**config.mk**
```make
export PLATFORM = sky130hd
export DESIGN_NAME = segment_chase_decoder
export DESIGN_NICKNAME = d
export VERILOG_FILES = /design/src/rtl/segment_chase_pkg.sv /design/src/rtl/seg_duty_meter.sv /design/src/rtl/segment_chase_decoder.sv
export SDC_FILE = /design/constraint.sdc
export NUM_CORES = 1
export LEC_CHECK = 0
export BUFFER_PORTS_ARGS = -buffer_cell sky130_fd_sc_hd__buf_2
export CORE_AREA = 2 2 104 106
export DETAILED_ROUTE_END_ITERATION = 7
export DIE_AREA = 0 0 106 108
export PLACE_DENSITY = 0.87
export SLEW_MARGIN = 5
export SYNTH_ARGS = -nofsm -noshare
export SYNTH_HDL_FRONTEND = slang
export SYNTH_SLANG_ARGS = --single-unit
```
**constraint.sdc**
```tcl
create_clock -name clk -period 6 [get_ports clk]
set_input_delay 0.6 -clock clk [delete_from_list [all_inputs] [get_ports clk]]
set_output_delay 0.6 -clock clk [all_outputs]
set_load 0.01 [all_outputs]
```
**src/rtl/segment_chase_pkg.sv**
```systemverilog
// Shared types and constants for the seven-segment chase decoder.
//   chase_state_e      : tracking FSM states
//   POS_TO_SEG         : figure-eight position (0..7) to segment index (0..6 = a..g)
//   seg_to_unique_pos  : inverse lookup for every segment except g, which has two positions
package segment_chase_pkg;

  localparam int unsigned NUM_SEGS = 7;
  localparam int unsigned SEG_W    = 3;
  localparam int unsigned POS_W    = 3;

  typedef enum logic [1:0] {
    ST_UNLOCKED = 2'd0,
    ST_ACQUIRE  = 2'd1,
    ST_LOCKED   = 2'd2
  } chase_state_e;

  localparam logic [SEG_W-1:0] SEG_A = 3'd0;
  localparam logic [SEG_W-1:0] SEG_B = 3'd1;
  localparam logic [SEG_W-1:0] SEG_C = 3'd2;
  localparam logic [SEG_W-1:0] SEG_D = 3'd3;
  localparam logic [SEG_W-1:0] SEG_E = 3'd4;
  localparam logic [SEG_W-1:0] SEG_F = 3'd5;
  localparam logic [SEG_W-1:0] SEG_G = 3'd6;

  // Element 0 is the rightmost entry: a, b, g, e, d, c, g, f
  localparam logic [7:0][SEG_W-1:0] POS_TO_SEG =
    {SEG_F, SEG_G, SEG_C, SEG_D, SEG_E, SEG_G, SEG_B, SEG_A};

  // Segment g maps to both 2 and 6; callers must not rely on its result
  function automatic logic [POS_W-1:0] seg_to_unique_pos(input logic [SEG_W-1:0] seg);
    logic [POS_W-1:0] pos;
    case (seg)
      SEG_A:   pos = 3'd0;
      SEG_B:   pos = 3'd1;
      SEG_E:   pos = 3'd3;
      SEG_D:   pos = 3'd4;
      SEG_C:   pos = 3'd5;
      SEG_F:   pos = 3'd7;
      default: pos = 3'd2;
    endcase
    return pos;
  endfunction

endpackage

```
**src/rtl/seg_duty_meter.sv**
```systemverilog
// Per-segment duty meter: 2-flop synchroniser, polarity fix, on-count over one
// window and a registered "bright" flag (duty strictly above half the window).
//   clk, reset   : clock, synchronous active-high reset
//   i_seg        : raw segment line
//   i_win_start  : first cycle of a window (count restarts from this sample)
//   i_win_end    : last cycle of a window (final sample folded into o_bright)
//   o_bright     : registered, valid from the cycle after i_win_end
module seg_duty_meter
  import segment_chase_pkg::*;
#(
  parameter int unsigned WINDOW_WIDTH = 8,
  parameter bit          COMMON_ANODE = 1'b1
) (
  input  logic clk,
  input  logic reset,
  input  logic i_seg,
  input  logic i_win_start,
  input  logic i_win_end,
  output logic o_bright
);

  localparam int unsigned      CNT_W = WINDOW_WIDTH + 1;
  localparam logic [CNT_W-1:0] HALF  = CNT_W'(2 ** (WINDOW_WIDTH - 1));

  logic [1:0]       r_sync;
  logic [CNT_W-1:0] r_cnt;
  logic             w_on;
  logic [CNT_W-1:0] w_sum;

  assign w_on  = r_sync[1] ^ COMMON_ANODE;
  assign w_sum = r_cnt + CNT_W'(w_on);

  // Synchroniser resets to the idle (unlit) level so the first window is unbiased
  always_ff @(posedge clk) begin
    if (reset) begin
      r_sync   <= {2{COMMON_ANODE}};
      r_cnt    <= '0;
      o_bright <= 1'b0;
    end else begin
      r_sync <= {r_sync[0], i_seg};
      if (i_win_start) r_cnt <= CNT_W'(w_on);
      else             r_cnt <= w_sum;
      if (i_win_end)   o_bright <= (w_sum > HALF);
    end
  end

endmodule

```
**src/rtl/segment_chase_decoder.sv**
```systemverilog
// Receive-side decoder for the seven-segment chase: finds the single fully-lit
// head segment per duty window and tracks it along the figure-eight sequence.
//   clk, reset   : clock, synchronous active-high reset
//   seg_in[6:0]  : raw segment lines a..g
//   position     : current chase position 0..7
//   direction    : 1 = incrementing, 0 = decrementing
//   locked       : high while in LOCKED
//   step_valid   : one-cycle pulse per confirmed step
//   seq_error    : one-cycle pulse on an out-of-sequence head while LOCKED
//   step_period  : cycles between the last two confirmed steps
// Build option SEGCHASE_PERIOD_EN: enables the step-period counter; otherwise
// step_period is tied to zero.
module segment_chase_decoder
  import segment_chase_pkg::*;
#(
  parameter int unsigned WINDOW_WIDTH    = 8,
  parameter bit          COMMON_ANODE    = 1'b1,
  parameter int unsigned PERIOD_WIDTH    = 24,
  parameter int unsigned TIMEOUT_WINDOWS = 16
) (
  input  logic                    clk,
  input  logic                    reset,
  input  logic [NUM_SEGS-1:0]     seg_in,
  output logic [POS_W-1:0]        position,
  output logic                    direction,
  output logic                    locked,
  output logic                    step_valid,
  output logic                    seq_error,
  output logic [PERIOD_WIDTH-1:0] step_period
);

  localparam int unsigned DARK_W = $clog2(TIMEOUT_WINDOWS + 1);

  logic [WINDOW_WIDTH-1:0] r_win_cnt;
  logic                    r_eval;
  logic [DARK_W-1:0]       r_dark;
  chase_state_e            r_state;

  logic                    w_win_start;
  logic                    w_win_end;
  logic [NUM_SEGS-1:0]     w_bright;
  logic [SEG_W-1:0]        w_bright_cnt;
  logic [SEG_W-1:0]        w_head;
  logic                    w_valid;
  logic                    w_dark;
  logic                    w_timeout;
  logic [POS_W-1:0]        w_pos_inc;
  logic [POS_W-1:0]        w_pos_dec;
  logic                    w_hold;
  logic                    w_fwd;
  logic                    w_bwd;
  logic                    w_step_evt;

  // Free-running window counter; r_eval marks the cycle the bright flags are fresh
  assign w_win_start = (r_win_cnt == '0);
  assign w_win_end   = &r_win_cnt;

  always_ff @(posedge clk) begin
    if (reset) begin
      r_win_cnt <= '0;
      r_eval    <= 1'b0;
    end else begin
      r_win_cnt <= r_win_cnt + WINDOW_WIDTH'(1);
      r_eval    <= w_win_end;
    end
  end

  for (genvar g = 0; g < NUM_SEGS; g++) begin : g_meter
    seg_duty_meter #(
      .WINDOW_WIDTH (WINDOW_WIDTH),
      .COMMON_ANODE (COMMON_ANODE)
    ) u_meter (
      .clk         (clk),
      .reset       (reset),
      .i_seg       (seg_in[g]),
      .i_win_start (w_win_start),
      .i_win_end   (w_win_end),
      .o_bright    (w_bright[g])
    );
  end

  // Head classification: count bright segments and remember the (last) bright index
  always_comb begin
    w_bright_cnt = '0;
    w_head       = '0;
    for (int i = 0; i < NUM_SEGS; i++) begin
      if (w_bright[i]) begin
        w_bright_cnt = w_bright_cnt + SEG_W'(1);
        w_head       = SEG_W'(i);
      end
    end
  end

  assign w_valid   = r_eval && (w_bright_cnt == SEG_W'(1));
  assign w_dark    = r_eval && (w_bright_cnt == '0);
  assign w_timeout = w_dark && (r_dark == DARK_W'(TIMEOUT_WINDOWS - 1));

  // Neighbour matching against the table also resolves segment g by predecessor
  assign w_pos_inc  = position + POS_W'(1);
  assign w_pos_dec  = position - POS_W'(1);
  assign w_hold     = (w_head == POS_TO_SEG[position]);
  assign w_fwd      = (w_head == POS_TO_SEG[w_pos_inc]);
  assign w_bwd      = (w_head == POS_TO_SEG[w_pos_dec]);
  assign w_step_evt = w_valid && (r_state == ST_LOCKED) && !w_hold &&
                      (direction ? w_fwd : w_bwd);

  // Tracking FSM; two-bright (transition) windows fall through and hold everything
  always_ff @(posedge clk) begin
    if (reset) begin
      r_state    <= ST_UNLOCKED;
      r_dark     <= '0;
      position   <= '0;
      direction  <= 1'b0;
      locked     <= 1'b0;
      step_valid <= 1'b0;
      seq_error  <= 1'b0;
    end else begin
      step_valid <= 1'b0;
      seq_error  <= 1'b0;
      if (w_dark) begin
        if (w_timeout) begin
          r_dark  <= '0;
          r_state <= ST_UNLOCKED;
          locked  <= 1'b0;
        end else begin
          r_dark <= r_dark + DARK_W'(1);
        end
      end else if (w_valid) begin
        r_dark <= '0;
        case (r_state)
          ST_UNLOCKED: begin
            if (w_head != SEG_G) begin
              position <= seg_to_unique_pos(w_head);
              r_state  <= ST_ACQUIRE;
            end
          end
          ST_ACQUIRE: begin
            if (!w_hold) begin
              if (w_fwd) begin
                position  <= w_pos_inc;
                direction <= 1'b1;
                r_state   <= ST_LOCKED;
                locked    <= 1'b1;
              end else if (w_bwd) begin
                position  <= w_pos_dec;
                direction <= 1'b0;
                r_state   <= ST_LOCKED;
                locked    <= 1'b1;
              end else begin
                r_state <= ST_UNLOCKED;
              end
            end
          end
          ST_LOCKED: begin
            if (!w_hold) begin
              if (w_step_evt) begin
                position   <= direction ? w_pos_inc : w_pos_dec;
                step_valid <= 1'b1;
              end else begin
                seq_error <= 1'b1;
                r_state   <= ST_UNLOCKED;
                locked    <= 1'b0;
              end
            end
          end
          default: begin
            r_state <= ST_UNLOCKED;
            locked  <= 1'b0;
          end
        endcase
      end
    end
  end

`ifdef SEGCHASE_PERIOD_EN
  logic [PERIOD_WIDTH-1:0] r_per_cnt;
  logic [PERIOD_WIDTH-1:0] w_per_inc;
  logic                    w_lock_evt;

  assign w_lock_evt = w_valid && (r_state == ST_ACQUIRE) && !w_hold && (w_fwd || w_bwd);
  assign w_per_inc  = (&r_per_cnt) ? r_per_cnt : r_per_cnt + PERIOD_WIDTH'(1);

  // Lock restarts the measurement without latching; each step latches and restarts
  always_ff @(posedge clk) begin
    if (reset) begin
      r_per_cnt   <= '0;
      step_period <= '0;
    end else if (w_step_evt) begin
      step_period <= w_per_inc;
      r_per_cnt   <= '0;
    end else if (w_lock_evt) begin
      r_per_cnt <= '0;
    end else begin
      r_per_cnt <= w_per_inc;
    end
  end
`else
  assign step_period = '0;
`endif

endmodule

```
==> impl_metrics.py, run 1 <==
metrics = {
    "timing": {
        "setup_viol": 0,
        "slew_violations": 0,
        "clock.fmax_mhz": 186.9,
        "rsz0062_at_grt": "no",
        "setup_tns_ps": 0,
        "slew_headroom_pct": 45.01,
        "fin_ws_ps": 649.3,
        "tightest_slew_ps": 821.8,
        "hold_viol": 0,
        "skew_ps": 11.10,
        "finalCritPeriodShare_pct": 89.18,
        "period_needed_ps": 5351,
    },
    "logic_synthesis": {
        "yosys.area_share.simple_pct": 22.92,
        "avgSynthCellArea_um2": 8.669,
        "synth-seq-cells": 110,
        "synth_adder_area_share_pct": 6.496,
        "synth_edf_count": 0,
        "ys.flop_type": "dfxtp_1",
        "ys_warn_count": 0,
        "muxShareOfSynthArea_pct": 1.157,
        "synth.distinct_cells": 81,
        "netlist_area_um2": 6163,
        "synth_xor_area_share_pct": 12.65,
        "synth_compound_area_share_pct": 14.45,
        "synthArstFlopShare_pct": 0,
        "synth_top_family_by_area": "simple AND/OR/NAND/NOR gates",
        "yosysSeqAreaShare_pct": 35.73,
        "synthCells": 711,
    },
    "clock_network": {
        "cts_sinks": 110,
        "clock_latency_ps": 370,
        "htree_levels": 3,
        "cts-buffers-inserted": 9,
        "cts_resized": 0,
        "cts.root.buffer_cell": "clkbuf_8",
        "postCtsHoldBufs": 0,
        "post_cts_buffers": 0,
        "clk_pin_slew_worst_paths_ps": 100,
        "cts_tree": "yes",
        "clk_path_buf_depth": 2,
    },
    "global_route": {
        "grt_pass1_vias": 4657,
        "antenna_found_initial": 0,
        "grt_pass1_wl_um": 19820,
        "grt_overflow": 0,
        "track_usage_pct": 21.09,
        "grt_max_degree": 50,
    },
    "final_layout": {
        "final_nets": 752,
        "area_growth_pct": 4.182,
        "drive_gt1_share_pct": 10.92,
        "diodes": 0,
        "fillers": 838,
    },
    "pwr": {
        "combinationalPowerShare_pct": 5.0,
        "leakagePower_nw": 2.556,
        "clockPowerShare_pct": 36.9,
        "p_sw_share_pct": 22.68,
        "powerDensity_nw_per_um2": 199.3,
        "pwr-share-seq_pct": 58.1,
        "vdd_drop_max_uv": 117.9,
        "intPower_uw": 989.3,
        "p_sw_uw": 290.2,
    },
    "critical_path": {
        "endpoint_kind": "register",
        "slowest_stage": "a2111o_1",
        "worstSetupStartpointType": "register",
        "cp.arrival_ps": 5650,
        "critPathBufInv": 1,
        "crit_type": "register to register",
        "cp_common_cell": "ha_1",
        "cpPeakStageDelay_ps": 390,
        "cp_max_fo": 12,
        "cp.required_ps": 6300,
        "cp_top_family": "adder cells",
    },
    "floorplanning": {
        "io-pin-count": 40,
        "core_area_um2": 10230,
        "die_x_um": 106,
        "dieArea_um2": 11450,
        "rows": 37,
        "initial_utilization_pct": 60.24,
        "die_y_um": 108,
    },
    "status": {
        "status": "finished, final reports clean",
    },
    "min_path": {
        "hp-class": "primary input to register",
    },
    "route": {
        "routedWlPerCell_um": 13.46,
        "dr.pass1.iters": 4,
        "drcViolationCount": 0,
        "wl_um": 11440,
        "ant_nets": 0,
        "drt_iter0_markers": 311,
        "vias_per_cell": 5.708,
        "vias": 4852,
    },
    "flow_run": {
        "cap_violations": 0,
    },
    "placed_design": {
        "gp_congestion": 0.8880,
        "dp_hpwl_um": 8082,
        "pre_cts_ws_ps": 709.1,
        "port_buffers": 15,
    },
}
flip-flops by register name, indices dropped and copies added (netlist names), named ones only:
| name | cells |
|---|---|
| step_valid | 1 |
| r_state | 2 |
| seq_error | 1 |
| g_meter.u_meter.o_bright | 7 |
| r_eval | 1 |
| r_win_cnt | 8 |
| r_dark | 5 |
| locked | 1 |
| g_meter.u_meter.r_cnt | 63 |
| g_meter.u_meter.r_sync | 14 |
| position | 3 |
| direction | 1 |
layout make-up:
class	instances	area [um^2]	area share (%)
inverter	28	105.1	1.637
sequential	110	2202	34.29
clock inverter	4	73.82	1.150
timing repair buffer	18	97.59	1.520
multi-input combinational	544	3645	56.76
clock buffer	10	127.6	1.988
tap	136	170.2	2.650
path summary, 6_finish.rpt:
path                                     start                           end  slack [ps]  cells after the start
setup / recovery   g_meter[1].u_meter.o_bright                      register         650                     25
hold / removal                       seg_in[2]  g_meter[2].u_meter.r_sync[0]         400                      2
setup reg to reg   g_meter[1].u_meter.o_bright                      register         650                     25
hold reg to reg   g_meter[3].u_meter.r_sync[0]  g_meter[3].u_meter.r_sync[1]         400                      1
worst register-to-register path, cell delays in order (launching register included):
cell and delay [ps]:
dfxtp_1 370, ha_1 210, nor2b_1 150, or2_2 300, ha_1 290, or2b_1 250, o21a_1 120, ha_1 280
nand2_1 100, nand2_1 70, ha_1 280, nor2_1 50, a31oi_1 150, ha_1 170, nand2_1 60, xor2_1 200
xnor3_1 270, nand4_1 100, buf_4 190, a2111o_1 390, o21ai_0 310, a21oi_1 130, ha_1 320, nor3b_1 240
nand4_1 140, o211ai_1 140
synth_stat cells, types with 3 or more instances:
| cell | instances | area [um^2] |
|---|---|---|
| or3_1 | 7 | 43.79 |
| clkbuf_1 | 20 | 75.07 |
| buf_2 | 4 | 20.02 |
| or2_2 | 18 | 112.6 |
| nand4_1 | 12 | 75.07 |
| o2111ai_1 | 3 | 26.28 |
| a31oi_1 | 9 | 56.30 |
| nor3_1 | 9 | 45.04 |
| nand2_1 | 37 | 138.9 |
| ha_1 | 32 | 400.4 |
| a22oi_1 | 3 | 22.52 |
| dfxtp_1 | 110 | 2202 |
| o21ai_0 | 21 | 105.1 |
| buf_4 | 26 | 195.2 |
| nor2b_1 | 5 | 31.28 |
| o211ai_1 | 5 | 37.54 |
| o41ai_1 | 3 | 26.28 |
| mux2i_1 | 6 | 60.06 |
| and3_1 | 22 | 137.6 |
| a31o_2 | 4 | 35.03 |
| o211a_1 | 3 | 30.03 |
| a21oi_1 | 29 | 145.1 |
| xor2_1 | 43 | 376.6 |
| nor2_1 | 103 | 386.6 |
| nor4_1 | 6 | 37.54 |
| o21a_1 | 6 | 45.04 |
| and2_1 | 5 | 31.28 |
| xnor2_1 | 26 | 227.7 |
| inv_1 | 26 | 97.59 |
| nand3_1 | 40 | 200.2 |
layout by cell type (no fill, tap or decap), drive strengths merged, types with 3 or more instances in the layout:
master	instances
and2	5
o21ai	23
conb	24
nand3	41
nand4	12
o221a	3
nand2	38
a31o	4
ha	32
nor3	9
xor2	44
mux2i	6
inv	28
o211ai	5
nor4	8
clkbuf	10
o21a	6
a21oi	29
nor2	104
and3	23
buf	18
xnor2	30
o211a	3
o2111ai	3
dfxtp	110
a31oi	10
o41ai	3
a22oi	3
nor2b	5
or3	7
or2	18
through the flow:
step | instances | area [um^2] | total power [mW] | hold WS, ps | utilization (%)
6_report | 850 | 6421 | 1.280 | 404.9 | 62.76
3_5_place_dp | 836 | 6220 | 0.8249 | 395.0 | 60.79
2_1_floorplan | 734 | 6250 | 0.8219 | 389.5 | -
3_3_place_gp | 836 | 6220 | 0.8221 | 396.0 | 60.79
5_1_grt | 850 | 6421 | 1.329 | 389.1 | 62.76
4_1_cts | 850 | 6421 | 1.294 | 389.8 | 62.76
cell families after synthesis:
family,Yosys count
muxes,7
other,1
adders and majority gates,32
buffers and inverters,80
DFF,110
xor gates and xnor gates,77
and+or+nand+nor,283
AOI/OAI and AO/OA,121
power by group through the flow:
stage / Sequential [mW] / Clock [mW] / Combinational [mW]
after floorplan: 0.759 / 0 / 0.0627
after global placement: 0.760 / 0 / 0.0622
after detailed placement: 0.760 / 0 / 0.0645
after CTS: 0.743 / 0.486 / 0.0651
after global routing: 0.745 / 0.511 / 0.0733
final: 0.743 / 0.472 / 0.0641
per-layer routing:
metal  wire [um]  part of all wire [%]  global-route usage (%)
met5           0                     0                       0
met4         200                   1.7                   10.06
met3         403                   3.5                   3.315
met2        5812                    51                   37.93
met1        5024                    44                   24.65
(Power assumes the default switching activity.)
==> run 2, diff against run 1 <==
Settings changed: BUFFER_PORTS_ARGS -buffer_cell sky130_fd_sc_hd__buf_2 to -buffer_cell sky130_fd_sc_hd__buf_4.
==> run 2 against run 1 <==
First-iteration DRC count fell by 12%. Register-to-register slack barely moved. Utilization rose by 0.57 points. Highest routed layer unchanged.
==> impl_metrics.py, run 2 (same netlist as run 1, synthesis figures left out) <==
metrics = {
    "placed_design": {
        "pre_cts_ws_ps": 710.3,
        "dp_hpwl_um": 8198,
        "gp_congestion": 0.8868,
        "port_buffers": 15,
        "place_inst": 835,
    },
    "final_layout": {
        "fillers": 842,
        "regMostFlops": "g_meter.u_meter.r_cnt",
        "layout_common_cells": "dfxtp_1 (110), nor2_1 (103), xor2_1 (43)",
        "largestRegisters": "g_meter.u_meter.r_cnt (63), g_meter.u_meter.r_sync (14), r_win_cnt (8)",
        "diodes": 0,
        "drive_gt1_share_pct": 11.19,
        "largest_reg_flops": 63,
        "final_util_pct": 63.34,
        "final_common_cell": "dfxtp_1",
        "area_growth_pct": 5.136,
        "fin_cells": 851,
        "final_nets": 751,
    },
    "pwr": {
        "powerDensity_nw_per_um2": 203.1,
        "intPower_mw": 1.017,
        "p_sw_uw": 298.6,
        "pwr-share-seq_pct": 56.5,
        "combinationalPowerShare_pct": 5.1,
        "p_sw_share_pct": 22.69,
        "vdd_drop_max_uv": 115.5,
        "clockPowerShare_pct": 38.4,
        "fin_total_pwr_mw": 1.316,
        "leakagePower_nw": 2.574,
    },
    "route": {
        "wl_um": 11640,
        "wl_met3_um": 461,
        "drt_iter0_markers": 275,
        "routedWlPerCell_um": 13.67,
        "dr_wl_met2_um": 5864,
        "dr.pass1.iters": 5,
        "drcViolationCount": 0,
        "dr.max_layer_used": "met4",
        "vias": 4871,
        "m1WireLength_um": 5097,
        "ant_nets": 0,
        "vias_per_cell": 5.724,
    },
    "clock_network": {
        "cts.root.buffer_cell": "clkbuf_8",
        "cts_resized": 0,
        "clock_latency_ps": 380,
        "cts_sinks": 110,
        "clk_pin_slew_worst_paths_ps": 100,
        "postCtsHoldBufs": 0,
        "cts-buffers-inserted": 9,
        "cts_tree": "yes",
        "post_cts_buffers": 0,
        "clk_path_buf_depth": 2,
        "htree_levels": 3,
    },
    "timing": {
        "setup_tns_ps": 0,
        "fin_ws_ps": 643.3,
        "tightest_slew_ps": 832.0,
        "finalCritPeriodShare_pct": 89.28,
        "rsz0062_at_grt": "no",
        "period_needed_ps": 5357,
        "skew_ps": 7.259,
        "setup_viol": 0,
        "clock.fmax_mhz": 186.7,
        "hold_viol": 0,
        "slew_headroom_pct": 44.33,
        "slew_violations": 0,
    },
    "critical_path": {
        "slowest_stage": "a2111o_1",
        "cp_common_cell": "ha_1",
        "cpPeakStageDelay_ps": 380,
        "cp_top_family": "simple AND/OR/NAND/NOR gates",
        "worstSetupStartpointType": "register",
        "cp.arrival_ps": 5670,
        "cp.required_ps": 6310,
        "crit_type": "register to register",
        "critPathBufInv": 1,
        "endpoint_kind": "register",
        "cp_max_fo": 12,
    },
    "floorplanning": {
        "die_y_um": 108,
        "dieArea_um2": 11450,
        "die_x_um": 106,
        "io-pin-count": 40,
        "initial_utilization_pct": 60.24,
        "core_area_um2": 10230,
        "rows": 37,
    },
    "status": {
        "status": "finished, final reports clean",
    },
    "flow_run": {
        "cap_violations": 0,
    },
    "global_route": {
        "grt_max_degree": 50,
        "track_usage_pct": 21.50,
        "antenna_found_initial": 0,
        "grt_pass1_wl_um": 20210,
        "grt_overflow": 0,
        "grt_pass1_vias": 4682,
    },
    "min_path": {
        "hp-class": "primary input to register",
    },
}
run 2: changes by cell type in the layout (fill, tap and decap cells not counted), sizes merged:
cell and change:
buf -1, inv +1, clkbuf +1
run 2: path summary, 6_finish.rpt:
path	start	depth (start not counted)	end	slack, ps
min reg2reg	g_meter[4].u_meter.r_sync[0]	1	g_meter[4].u_meter.r_sync[1]	420
max reg2reg	g_meter[1].u_meter.o_bright	25	register	640
max	g_meter[1].u_meter.o_bright	25	register	640
min	seg_in[5]	2	g_meter[5].u_meter.r_sync[0]	400
run 2: metal layers:
layer  vias up  global-route usage (%)
met5         -                       0
met4         0                   9.305
met3        18                   3.978
met2       106                   38.34
met1      2321                   25.43
li1       2426                       -
run 2: per-stage QoR:
stage               hold slack (ps)  cell area (um^2)
floorplan                     389.5              6250
global placement              395.5              6250
detailed placement            396.7              6250
CTS                           384.4              6480
global route                  383.3              6480
finish                        402.7              6480
run 2: power groups by stage:
stage | Combinational [mW] | Clock [mW] | Sequential (mW)
after floorplan | 0.0627 | 0 | 0.759
after global placement | 0.0638 | 0 | 0.760
after detailed placement | 0.0664 | 0 | 0.760
after CTS | 0.0673 | 0.518 | 0.743
after global routing | 0.0757 | 0.548 | 0.745
final | 0.0671 | 0.506 | 0.743
run 2: final cells by class:
cell class / count / area (um^2) / area share (%)
Clock inverter: 5 / 78.83 / 1.216
Inverter: 28 / 105.1 / 1.622
Clock buffer: 11 / 151.4 / 2.336
Multi-Input combinational cell: 544 / 3645 / 56.25
Timing Repair Buffer: 17 / 127.6 / 1.969
Tap cell: 136 / 170.2 / 2.626
Sequential cell: 110 / 2202 / 33.98
==> run 3, diff against run 2 <==
Settings changed: CORE_AREA 2 2 104 106 to 2 2 102 104, CTS_BUF_LIST from default to sky130_fd_sc_hd__clkbuf_8, DIE_AREA 0 0 106 108 to 0 0 104 106, PLACE_DENSITY 0.87 to 0.9.
==> run 3 against run 2 <==
Cell count rose by 0.12%. Non-clock buffer count rose by 1. Sequential cell count did not move. Worst hold slack got worse by 2.1 ps. Clock skew rose by 2.0 ps. Power fell by 5.1%. Critical path type unchanged. Largest power group unchanged. Highest routed layer unchanged.
==> impl_metrics.py, run 3 (same netlist as run 1, synthesis figures left out) <==
metrics = {
    "placed_design": {
        "place_inst": 836,
        "detailed_place.area_um2": 6257,
        "port_buffers": 15,
        "dp_hpwl_um": 8366,
        "gp_congestion": 0.8802,
    },
    "pwr": {
        "fin_total_pwr_mw": 1.248,
        "vdd_drop_max_uv": 159.5,
        "leakagePower_nw": 2.560,
        "powerDensity_nw_per_um2": 193.7,
    },
    "clock_network": {
        "cts_resized": 0,
        "postCtsHoldBufs": 0,
        "cts-buffers-inserted": 9,
        "htree_levels": 3,
        "cts_tree": "yes",
        "post_cts_buffers": 0,
        "cts_sinks": 110,
        "cts.root.buffer_cell": "clkbuf_8",
        "clock_latency_ps": 370,
        "clk_pin_slew_worst_paths_ps": 100,
        "clk_path_buf_depth": 2,
    },
    "timing": {
        "tightest_slew_ps": 822.3,
        "skew_ps": 9.216,
        "finalCritPeriodShare_pct": 90.99,
        "period_needed_ps": 5460,
        "setup_tns_ps": 0,
        "setup_viol": 0,
        "hold_viol": 0,
        "slew_headroom_pct": 44.98,
        "slew_violations": 0,
        "rsz0062_at_grt": "no",
        "clock.fmax_mhz": 183.2,
    },
    "route": {
        "dr.pass1.iters": 5,
        "drt_iter0_markers": 264,
        "wl_um": 11670,
        "ant_nets": 0,
        "drcViolationCount": 0,
        "vias_per_cell": 5.744,
        "routedWlPerCell_um": 13.69,
        "vias": 4894,
    },
    "floorplanning": {
        "die_x_um": 104,
        "rows": 37,
        "core_area_um2": 10000,
        "initial_utilization_pct": 61.64,
        "dieArea_um2": 11020,
        "io-pin-count": 40,
        "die_y_um": 106,
    },
    "min_path": {
        "hold_depth": 2,
        "hp-class": "primary input to register",
    },
    "final_layout": {
        "fillers": 842,
        "area_growth_pct": 4.588,
        "final_util_pct": 64.46,
        "final_nets": 752,
        "diodes": 0,
        "largestRegisters": "g_meter.u_meter.r_cnt (63), g_meter.u_meter.r_sync (14), r_win_cnt (8)",
        "fin_cells": 852,
        "drive_gt1_share_pct": 11.17,
        "final_area_um2": 6446,
        "layout_common_cells": "dfxtp_1 (110), nor2_1 (103), xor2_1 (43)",
        "regMostFlops": "g_meter.u_meter.r_cnt",
        "final_common_cell": "dfxtp_1",
        "largest_reg_flops": 63,
    },
    "status": {
        "status": "finished, final reports clean",
    },
    "global_route": {
        "grt_pass1_wl_um": 20170,
        "grt_pass1_vias": 4715,
        "track_usage_pct": 21.81,
        "grt_overflow": 0,
        "antenna_found_initial": 0,
        "grt_max_degree": 50,
    },
    "critical_path": {
        "cpPeakStageDelay_ps": 390,
        "cp_top_family": "simple AND/OR/NAND/NOR gates",
        "cp.arrival_ps": 5760,
        "crit_type": "register to register",
        "critPathBufInv": 1,
        "worstSetupStartpointType": "register",
        "crit_cells": 25,
        "ff2ff_path_depth": 25,
        "slowest_stage": "a2111o_1",
        "cp_max_fo": 12,
        "cp.required_ps": 6300,
        "endpoint_kind": "register",
        "cp_common_cell": "ha_1",
    },
    "flow_run": {
        "cap_violations": 0,
    },
}
==> run 3: per-stage QoR <==
stage,setup slack [ps],hold WS (ps)
finish,540.5,400.5
floorplan,1077,389.5
CTS,594.3,381.9
global route,191.9,384.7
detailed placement,648.1,396.3
global placement,1024,394.7
==> run 3: layout make-up <==
| type | count | area, um^2 | area share (%) |
|---|---|---|---|
| Clock inverter | 7 | 65.06 | 1.009 |
| Sequential cell | 110 | 2202 | 34.16 |
| Clock buffer | 9 | 123.9 | 1.922 |
| Inverter | 28 | 105.1 | 1.630 |
| Tap cell | 136 | 170.2 | 2.640 |
| Timing Repair Buffer | 18 | 135.1 | 2.096 |
| Multi-Input combinational cell | 544 | 3645 | 56.54 |
==> run 3: final timing paths <==
kind                                      from                            to  slack, ps
setup / recovery   g_meter[1].u_meter.o_bright                      register        540
hold / removal                       seg_in[2]  g_meter[2].u_meter.r_sync[0]        400
setup reg to reg   g_meter[1].u_meter.o_bright                      register        540
hold reg to reg   g_meter[3].u_meter.r_sync[0]  g_meter[3].u_meter.r_sync[1]        410
==> run 3: where the power goes <==
group	leakage (nW)	switching, mW	total, mW	internal (mW)
Combinational	1.57	0.0468	0.0686	0.0218
Clock	0.101	0.246	0.437	0.191
Sequential	0.890	0.00417	0.743	0.739
==> run 3: per-layer routing <==
layer	track usage [%]	up-vias	part of all wire (%)
li1	-	2436	-
met4	8.784	0	1.9
met5	0	-	0
met3	3.924	20	3.7
met1	24.71	2340	43
met2	40.51	98	51
